**config.mk**
```make
export PLATFORM = sky130hd
export DESIGN_NAME = ulpi_reg_scanner
export DESIGN_NICKNAME = d
export VERILOG_FILES = /design/src/rtl/ulpi_reg_scanner.sv
export SDC_FILE = /design/constraint.sdc
export NUM_CORES = 1
export LEC_CHECK = 0
export ABC_AREA = 1
export CAP_MARGIN = 20
export CORE_UTILIZATION = 50
export DETAILED_ROUTE_END_ITERATION = 16
export DONT_BUFFER_PORTS = 1
export PLACE_DENSITY_LB_ADDON = 0.3
export SYNTH_ARGS = -nofsm -noshare
export SYNTH_HDL_FRONTEND = slang
export SYNTH_SLANG_ARGS = --single-unit
export TNS_END_PERCENT = 1
```
**constraint.sdc**
```tcl
create_clock -name clk_i -period 5.4 [get_ports clk_i]
set_input_delay 1.62 -clock clk_i [delete_from_list [all_inputs] [get_ports clk_i]]
set_output_delay 1.62 -clock clk_i [all_outputs]
set_load 0.03 [all_outputs]
```
**src/rtl/ulpi_reg_scanner.sv**
```systemverilog
// ULPI register poller: periodically reads a list of PHY registers through the ulpi_wrapper
// register port into a readable bank, services one-shot writes and tracks ack timeouts.
module ulpi_reg_scanner #(
   parameter int unsigned  NUM_REGS  = 4,
   parameter logic [127:0] ADDR_LIST = 128'h0000_0000_0A07_0504,
   parameter int unsigned  PERIOD    = 6000000,
   parameter int unsigned  TIMEOUT   = 255,
   parameter int unsigned  SEL_W     = 4
) (
   input  logic             clk_i,
   input  logic             rst_i,
   input  logic             enable_i,
   input  logic             scan_now_i,
   input  logic             wr_req_i,
   input  logic [7:0]       wr_addr_i,
   input  logic [7:0]       wr_data_i,
   output logic             wr_busy_o,
   output logic [7:0]       reg_addr_o,
   output logic             reg_stb_o,
   output logic             reg_we_o,
   output logic [7:0]       reg_data_o,
   input  logic [7:0]       reg_data_i,
   input  logic             reg_ack_i,
   input  logic [SEL_W-1:0] rd_sel_i,
   output logic [7:0]       rd_data_o,
   output logic             rd_valid_o,
   output logic             scan_done_o,
   output logic             timeout_o,
   output logic [7:0]       err_cnt_o
);

   localparam int unsigned IdxW = 4;

   typedef enum logic [1:0] {StIdle, StArb, StRd, StWr} state_e;

   state_e              state_q;
   logic [IdxW-1:0]     idx_q;
   logic                in_scan_q;
   logic                pend_q;
   logic [31:0]         per_cnt_q;
   logic [31:0]         tmo_q;
   logic [7:0]          wr_addr_q;
   logic [7:0]          wr_data_q;
   logic [7:0]          bank_q [NUM_REGS];
   logic [NUM_REGS-1:0] valid_q;

   logic [7:0] idx_addr;
   logic       sel_arb, go_wr, go_rd, scan_start, tmo_hit, txn_end, per_wrap;

   always_comb begin
      idx_addr = 8'h00;
      for (int unsigned i = 0; i < NUM_REGS; i++) begin
         if (idx_q == IdxW'(i)) idx_addr = ADDR_LIST[8*i +: 8];
      end
   end

   // A latched write wins any arbitration slot, including those between scan entries.
   assign sel_arb    = (state_q == StIdle) || (state_q == StArb);
   assign go_wr      = sel_arb && wr_busy_o && !reg_ack_i;
   assign scan_start = (state_q == StIdle) && !wr_busy_o && pend_q && !reg_ack_i;
   assign go_rd      = (state_q == StArb) && !wr_busy_o && !reg_ack_i;
   assign tmo_hit    = (tmo_q == TIMEOUT - 1);
   assign txn_end    = reg_stb_o && (reg_ack_i || tmo_hit);
   assign per_wrap   = enable_i && (per_cnt_q == PERIOD - 1);

   always_ff @(posedge clk_i or posedge rst_i) begin
      if (rst_i) begin
         per_cnt_q <= '0;
         pend_q    <= 1'b0;
      end else begin
         if (!enable_i || per_wrap) per_cnt_q <= '0;
         else                       per_cnt_q <= per_cnt_q + 32'd1;
         // New requests beat the clear so a request landing on scan start is not lost.
         if (per_wrap || scan_now_i) pend_q <= 1'b1;
         else if (scan_start)        pend_q <= 1'b0;
      end
   end

   always_ff @(posedge clk_i or posedge rst_i) begin
      if (rst_i) begin
         state_q     <= StIdle;
         idx_q       <= '0;
         in_scan_q   <= 1'b0;
         tmo_q       <= '0;
         wr_busy_o   <= 1'b0;
         wr_addr_q   <= '0;
         wr_data_q   <= '0;
         reg_stb_o   <= 1'b0;
         reg_we_o    <= 1'b0;
         reg_addr_o  <= '0;
         reg_data_o  <= '0;
         scan_done_o <= 1'b0;
         timeout_o   <= 1'b0;
         err_cnt_o   <= '0;
         valid_q     <= '0;
         for (int unsigned i = 0; i < NUM_REGS; i++) bank_q[i] <= 8'hFF;
      end else begin
         scan_done_o <= 1'b0;
         if (wr_req_i && !wr_busy_o) begin
            wr_busy_o <= 1'b1;
            wr_addr_q <= wr_addr_i;
            wr_data_q <= wr_data_i;
         end
         unique case (state_q)
            StIdle, StArb: begin
               if (go_wr) begin
                  state_q    <= StWr;
                  reg_stb_o  <= 1'b1;
                  reg_we_o   <= 1'b1;
                  reg_addr_o <= wr_addr_q;
                  reg_data_o <= wr_data_q;
                  tmo_q      <= '0;
               end else if (scan_start || go_rd) begin
                  state_q    <= StRd;
                  reg_stb_o  <= 1'b1;
                  reg_we_o   <= 1'b0;
                  reg_data_o <= '0;
                  reg_addr_o <= scan_start ? ADDR_LIST[7:0] : idx_addr;
                  tmo_q      <= '0;
                  if (scan_start) begin
                     idx_q     <= '0;
                     in_scan_q <= 1'b1;
                  end
               end
            end
            StRd, StWr: begin
               if (!txn_end) begin
                  tmo_q <= tmo_q + 32'd1;
               end else begin
                  reg_stb_o  <= 1'b0;
                  reg_we_o   <= 1'b0;
                  reg_data_o <= '0;
                  // An ack coinciding with the timeout still counts as a good transfer.
                  if (!reg_ack_i) begin
                     timeout_o <= 1'b1;
                     if (err_cnt_o != 8'hFF) err_cnt_o <= err_cnt_o + 8'd1;
                  end
                  if (state_q == StWr) begin
                     wr_busy_o <= 1'b0;
                     state_q   <= in_scan_q ? StArb : StIdle;
                  end else begin
                     for (int unsigned i = 0; i < NUM_REGS; i++) begin
                        if (idx_q == IdxW'(i)) begin
                           if (reg_ack_i) bank_q[i] <= reg_data_i;
                           valid_q[i] <= reg_ack_i;
                        end
                     end
                     if (idx_q == IdxW'(NUM_REGS - 1)) begin
                        scan_done_o <= 1'b1;
                        in_scan_q   <= 1'b0;
                        state_q     <= StIdle;
                     end else begin
                        idx_q   <= idx_q + IdxW'(1);
                        state_q <= StArb;
                     end
                  end
               end
            end
            default: state_q <= StIdle;
         endcase
      end
   end

   always_comb begin
      rd_data_o  = 8'hFF;
      rd_valid_o = 1'b0;
      for (int unsigned i = 0; i < NUM_REGS; i++) begin
         if (rd_sel_i == SEL_W'(i)) begin
            rd_data_o  = bank_q[i];
            rd_valid_o = valid_q[i];
         end
      end
   end

endmodule

```
After elaboration in Yosys (flattened, before gate mapping) --
Cells that the tools add are included. Widths: inputs -> output; s select.
Word-level totals: input bits 34, logic and storage cells 153, output and inout port bits 38, register bits 153
Operators by class: mux-type cells 62, add/sub/neg operators 4, bitwise gates (word level) 2, reductions and logical operators 40, equality and inequality tests 21
Operators by type and width (count):
- $mux 32 | 4
- $mux 8 | 13
- $add 32x1->32 const B | 2
- $pmux 32 s2 | 1
- $eq 32x23->1 const B | 1
- $eq 32x8->1 const B | 1
- $mux 1 | 28
- $mux 4 | 6
- $reduce_and 4->1 | 5
- $reduce_and 5->1 | 4
- $eq 4x2->1 const B | 4
- $ne 2x2->1 const B | 8
- $pmux 8 s2 | 1
- $reduce_and 6->1 | 2
- $logic_and 1x1->1 | 10
- $add 8x1->8 const B | 1
- $eq 4x1->1 const B | 2
- $logic_not 4->1 | 2
- $ne 8x8->1 const B | 1
- $pmux 4 s2 | 1
- $mux 2 | 3
- $pmux 1 s2 | 3
- $reduce_and 2->1 | 3
- $logic_or 1x1->1 | 5
- other kinds (12) | 18

Longest topological paths before layout --
Gate-level depths: netlist of the first run.
word-level depth 8, gate-level depth with buffers 12, mapped depth without buffers 12

Least setup slack after synthesis of the first run --
OpenSTA, ideal clock, no wires.
kind input-to-output, start point input rd_sel_i[3], end point output rd_valid_o, slack 0.875 ns, required time 3.780 ns, path buffers 0, arrival time 2.905 ns, stages 5, cells stage by stage nor2_1 -> inv_1 -> nor2_1 -> nand2_1 -> o21ai_0
On the way: word-level cells in the longest chain between the ends 5, elaborated cells between the ends (all ways) 8, those cells by class eq/ne: 3; mux: 4; reduce/logical: 1
Ends and longest elaborated chain:
- start, declared | line 24 | input logic [SEL_W-1:0] rd_sel_i,
- $logic_not 4->1 | line 168 | if (rd_sel_i == SEL_W'(i)) begin
- $mux 1 (3 in a row) | line 168
- $mux 1 (*) | line 168
- end, declared | line 26 | output logic rd_valid_o,
Mark *: on every way between the ends. The rest lies on a longest branch, timed or not.

Final worst setup path of the first run --
start point input rd_sel_i[3], end point output rd_data_o[1]
On the way: word-level cells in the longest chain between the ends 5, elaborated cells between the ends (all ways) 8, those cells by class eq/ne: 3; mux: 4; reduce/logical: 1
Ends and longest elaborated chain:
- $logic_not 4->1 | line 168
- $mux 8 (3 in a row) | line 168
- $mux 8 (*) | line 168
- end, declared | line 25 | output logic [7:0] rd_data_o,
Marked as above.

==> results of run 1 <==
==> power groups by stage <==
stage          combinational, mW  clock, mW  sequential [mW]
2_1_floorplan              0.414          0             1.69
3_3_place_gp               0.478          0             1.76
3_5_place_dp               0.500          0             1.75
4_1_cts                    0.503       1.23             1.74
5_1_grt                    0.577       1.28             1.78
6_report                   0.498       1.22             1.74
==> worst max-delay path, cell delays in order <==
cell and delay [ns]:
nor2_1 0.22, inv_1 0.08, nor2_1 0.37, nand2_1 0.12
inv_1 0.31, nand2_1 0.09, o211ai_1 0.38
==> layer usage <==
metal,global-route usage [%],vias to the layer above,wire [um]
li1,-,3498,-
met1,32.6,3251,8960
met2,39.0,197,8940
met3,6.40,18,1200
met4,6.57,0,179
met5,0,-,0
==> area by class of cell <==
cell class	instances	area [um^2]	share of cell area [%]
Multi-Input combinational cell	810	3850	42.6
Timing Repair Buffer	8	72.6	0.804
Clock inverter	14	165	1.83
Clock buffer	18	429	4.75
Inverter	106	402	4.45
Tap cell	216	270	2.99
Sequential cell	152	3840	42.6
==> per-stage QoR <==
step,hold slack [ns],cells,utilization (%),total power [mW]
after floorplan,0.432,1095,-,2.10
after global placement,0.447,1292,52.7,2.24
after detailed placement,0.457,1292,52.7,2.25
after CTS,0.466,1324,56.4,3.48
after global routing,0.491,1324,56.4,3.63
final,0.458,1324,56.4,3.46
==> cells in the mapped netlist, types with 3 or more instances <==
library cell  count
a22o_1            3
dfstp_2          32
o31ai_1           3
clkbuf_1          8
nor2_1          168
ha_1              8
o22ai_1           8
nand3_1          77
mux2_2           15
nor2_2            5
dfrtp_1         120
buf_2            15
nor3_1           19
o21ai_1           3
buf_6             3
nand4_1          32
nand2_1         347
o211ai_1          5
a31oi_1           3
o21ai_0          55
a21oi_1           6
xnor2_1          12
or2_2             6
inv_1           106
xor2_1           26
==> path summary, 6_finish.rpt <==
check,from,to,cells past startpoint
min in group asynchronous,rst_i,reg_addr_o[7],1
worst max register to register,tmo_q[0],tmo_q[12],10
worst min-delay path,per_cnt_q[0],per_cnt_q[0],1
max in group asynchronous,rst_i,bank_q[24],2
worst min register to register,per_cnt_q[0],per_cnt_q[0],1
worst max-delay path,rd_sel_i[3],rd_data_o[1],7
==> cell families (layout without fill, tap and decap cells) <==
kind of cell               after synthesis  count (layout)  synth area share (%)
xor gates and xnor gates                38              38                  4.05
adders and majority gates                8               8                  1.22
buffers and inverters                  133             146                  6.57
and+or+nand+nor                        660             660                  33.2
AOI/OAI and AO/OA                       89              89                  6.18
muxes                                   15              15                  2.05
DFF                                    152             152                  46.7
==> flip-flops by register name, summed over array words and instances, names as in the netlist <==
signal and flops:
bank_q 32, per_cnt_q 32, tmo_q 32, err_cnt_o 8, reg_addr_o 8, reg_data_o 8
wr_addr_q 8, wr_data_q 8, idx_q 4, valid_q 4, in_scan_q 1, pend_q 1
reg_stb_o 1, reg_we_o 1, scan_done_o 1, state_q 1, timeout_o 1, wr_busy_o 1
==> metrics, run 1 <==
Switching Power=1.13 mW; DP Worst Slack=0.602 ns; Die Ht=130 um; asr flop ratio synth=100%; GRT overflow=0; max-slew violations=0; Static Leak=4.10 nW; total CTS buffers=17; IO Port Bufs=0; min-delay worst type=flop to flop; top cell type's share of synthesized area=36.5%; Final #Nets=1137; fin area=0.00903 mm^2; Die ar.=0.0170 mm^2; synthesized area=0.00823 mm^2; commonest non-fill, non-tap cell in the layout=nand2_1; GPL Wtd Cong=0.945; CTS max path bufs=2; final WL=19.3 mm; Tcrit/Tclk final=89.4%; Setup Skew=0.00911 ns; Synth cell types=35; setup TNS=0 ns; synth warn=0; total track usage=24.3%; Die Wd=130 um; WP data arrival=3.21 ns; Data required, critical path=3.78 ns; count of boundary I/O pins=72; final setup margin=0.570 ns; ys flop type=dfrtp_1; CTS Root Cell=clkbuf_16; initial core utilization=51.4%; post-route ant nets=0; synthesized instance count=1095; Flop pwr share=50.4%; routed length per instance=14.6 um; Gate power share=14.4%; crit path launch type=input pin; peak supply drop=0.000330 V; RSZ-0062 raised after global routing=false; hpwl dp=13.7 mm; PwrDens=383 mW/mm^2; Post-CTS Setup Repair Bufs=0; most frequent cells in the layout=nand2_1 (347), nor2_1 (168), dfrtp_1 (120); dpl cell area=0.00844 mm^2; pin count of the biggest net entering global routing=83; Net Sw Frac=32.6%; Setup CP Type=input pin to output pin; final setup fails=0; Clock Power Share=35.2%; global-route wire length before repair=32.1 mm; # clock sinks=152; Layout area overhead=9.80%; initial antenna violation count=0; number of remaining DRC errors=0; Worst-Margin Slew=1.04 ns; # diodes=0; register area share after synthesis=46.7%; vias per cell=5.26; Slew headroom=30.8%; post-CTS sizing=0; CTS tree=built; Cell Int Power=2.33 mW; Initial DRC Count=481; Core ar.=0.0160 mm^2; #FFs+latches synth=152; Fillers=1524; CTS H-tree depth=4; syn_nets=1137; Worst R2R Setup Slack=2.41 ns; Hold-fix buffers, CTS=0; Worst-path clk slew=0.07 ns; share of cells above drive strength 1=9.30%; Hold Vio Cnt, Final=0; Final min period=4.83 ns; Critical Path End Type=output pin; clock latency on the worst-skew pair=0.43 ns; average instance area after synthesis=7.51 um^2; vias in the first global route=6618; fmax=207 MHz; status=complete, no violations; CP Max Fanout=11; first drt pass iteration count=5; Post-synth EDFFs=0; via count=6964; Synth area leader=dfrtp_1; Core Rows=46; largest cells by area after synthesis=dfrtp_1 (37%), nand2_1 (16%), dfstp_2 (10%), nor2_1 (7.7%), inv_1 (4.8%); Max-Cap Viols=0
Note: power is estimated with default switching activity, not from simulation.
==> inputs of run 2 (changes only) <==
--- a/config.mk
+++ b/config.mk
@@ -7,7 +7,7 @@
 export LEC_CHECK = 0
 export ABC_AREA = 1
 export CAP_MARGIN = 20
-export CORE_UTILIZATION = 50
+export CORE_UTILIZATION = 58
 export DETAILED_ROUTE_END_ITERATION = 16
 export DONT_BUFFER_PORTS = 1
 export PLACE_DENSITY_LB_ADDON = 0.3
==> run 2 against run 1 <==
Net effect:
- clock skew decreased by 0.0010 ns
- via count is 1.6% higher
- fmax increased by 2.7%
- largest power group unchanged
- global-route usage increased by 3.2 points
==> metrics, run 2 (synthesis results as in run 1) <==
Core ar.=0.0139 mm^2; Core Rows=43; share of cells above drive strength 1=9.47%; GPL Wtd Cong=0.950; clock latency on the worst-skew pair=0.44 ns; max-slew violations=0; Post-CTS Setup Repair Bufs=0; CTS tree=built; Data required, critical path=3.78 ns; Static Leak=4.11 nW; reg-to-reg endpoint=tmo_q[25]; Die ar.=0.0147 mm^2; Hold Vio Cnt, Final=0; post-CTS sizing=0; total track usage=27.6%; total CTS buffers=17; commonest non-fill, non-tap cell in the layout=nand2_1; WP data arrival=3.08 ns; initial antenna violation count=0; Reg2Reg Launch Point=tmo_q[0]; CTS Root Cell=clkbuf_16; Fin Hold WS=0.459 ns; # diodes=0; vias per cell=5.49; count of boundary I/O pins=72; Tcrit/Tclk final=87.1%; Initial DRC Count=555; via count=7074; PwrDens=387 mW/mm^2; Max-Cap Viols=0; pin count of the biggest net entering global routing=153; area of the multi-input gates=0.00384 mm^2; HP Start=per_cnt_q[0]; post-route ant nets=0; R2R depth=12; RSZ-0062 raised after global routing=false; fmax=213 MHz; Worst-path clk slew=0.06 ns; final setup margin=0.697 ns; Gate power share=14.8%; IO Port Bufs=0; CP Max Fanout=11; min-delay worst type=flop to flop; Fillers=1170; Worst-Margin Slew=0.796 ns; Cell Int Power=2.36 mW; first drt pass iteration count=5; Critical Path End Type=output pin; Final min period=4.70 ns; Net Sw Frac=32.5%; hpwl dp=13.1 mm; Final #Nets=1138; Clock Power Share=35.4%; Die Ht=121 um; Layout area overhead=9.74%; hold worst-path end=per_cnt_q[0]; number of remaining DRC errors=0; # clock sinks=152; most frequent cells in the layout=nand2_1 (347), nor2_1 (168), dfrtp_1 (120); CTS max path bufs=2; Hold Path Stages=1; Switching Power=1.14 mW; peak supply drop=0.000303 V; Flop pwr share=49.8%; crit path launch type=input pin; global-route wire length before repair=31.6 mm; crit path launch=rd_sel_i[3]; CTS H-tree depth=4; final WL=19.3 mm; Setup CP Type=input pin to output pin; Hold-fix buffers, CTS=0; Slew headroom=46.9%; final setup fails=0; Die Wd=121 um; Setup Skew=0.00811 ns; vias in the first global route=6578; largest registers=bank_q (32), per_cnt_q (32), tmo_q (32); DP Worst Slack=0.748 ns; routed length per instance=14.9 um; Worst R2R Setup Slack=2.80 ns; status=complete, no violations; initial core utilization=59.3%; setup TNS=0 ns; FF+latch area=0.00384 mm^2; GRT overflow=0
==> run 2: worst max-delay path by stage <==
stage	end
4_1_cts	rd_data_o[6]
5_1_grt	rd_data_o[7]
3_5_place_dp	rd_data_o[6]
6_report	rd_data_o[1]
2_1_floorplan	rd_valid_o
3_3_place_gp	rd_data_o[4]
==> run 2: power by group through the flow <==
stage	clock (mW)	combinational [mW]	sequential, mW
floorplan	0	0.414	1.69
global placement	0	0.482	1.75
detailed placement	0	0.508	1.75
CTS	1.25	0.519	1.74
global route	1.30	0.585	1.77
finish	1.24	0.518	1.74
==> run 2: layout make-up <==
cell class | instances | area share (%)
flip-flops and latches | 152 | 42.6
multi-input cells | 810 | 42.6
clock buffers | 19 | 5.02
inverters | 106 | 4.45
well taps | 180 | 2.50
clock inverters | 13 | 1.79
repair buffers | 9 | 1.11
==> run 2: per-layer routing <==
metal | share of wire, % | track usage [%] | routed length (um)
met2 | 47 | 43.7 | 9080
met4 | 1.7 | 9.03 | 326
met1 | 45 | 36.9 | 8630
met5 | 0 | 0 | 0
met3 | 6.3 | 7.10 | 1220
==> run 2: worst max-delay path, stage by stage <==
cell and delay [ns]:
nor2_1 0.19, inv_1 0.06, nor2_1 0.35, nand2_1 0.12, inv_1 0.31, nand2_1 0.10
o211ai_1 0.34
==> run 2: through the flow <==
| step | power, mW | utilization (%) | area [um^2] | instances |
|---|---|---|---|---|
| after CTS | 3.51 | 64.8 | 9000 | 1288 |
| after global routing | 3.65 | 65.0 | 9030 | 1289 |
| after global placement | 2.23 | 60.4 | 8380 | 1256 |
| final | 3.50 | 65.0 | 9030 | 1289 |
| after detailed placement | 2.26 | 60.4 | 8380 | 1256 |
| after floorplan | 2.10 | - | 8230 | 1095 |
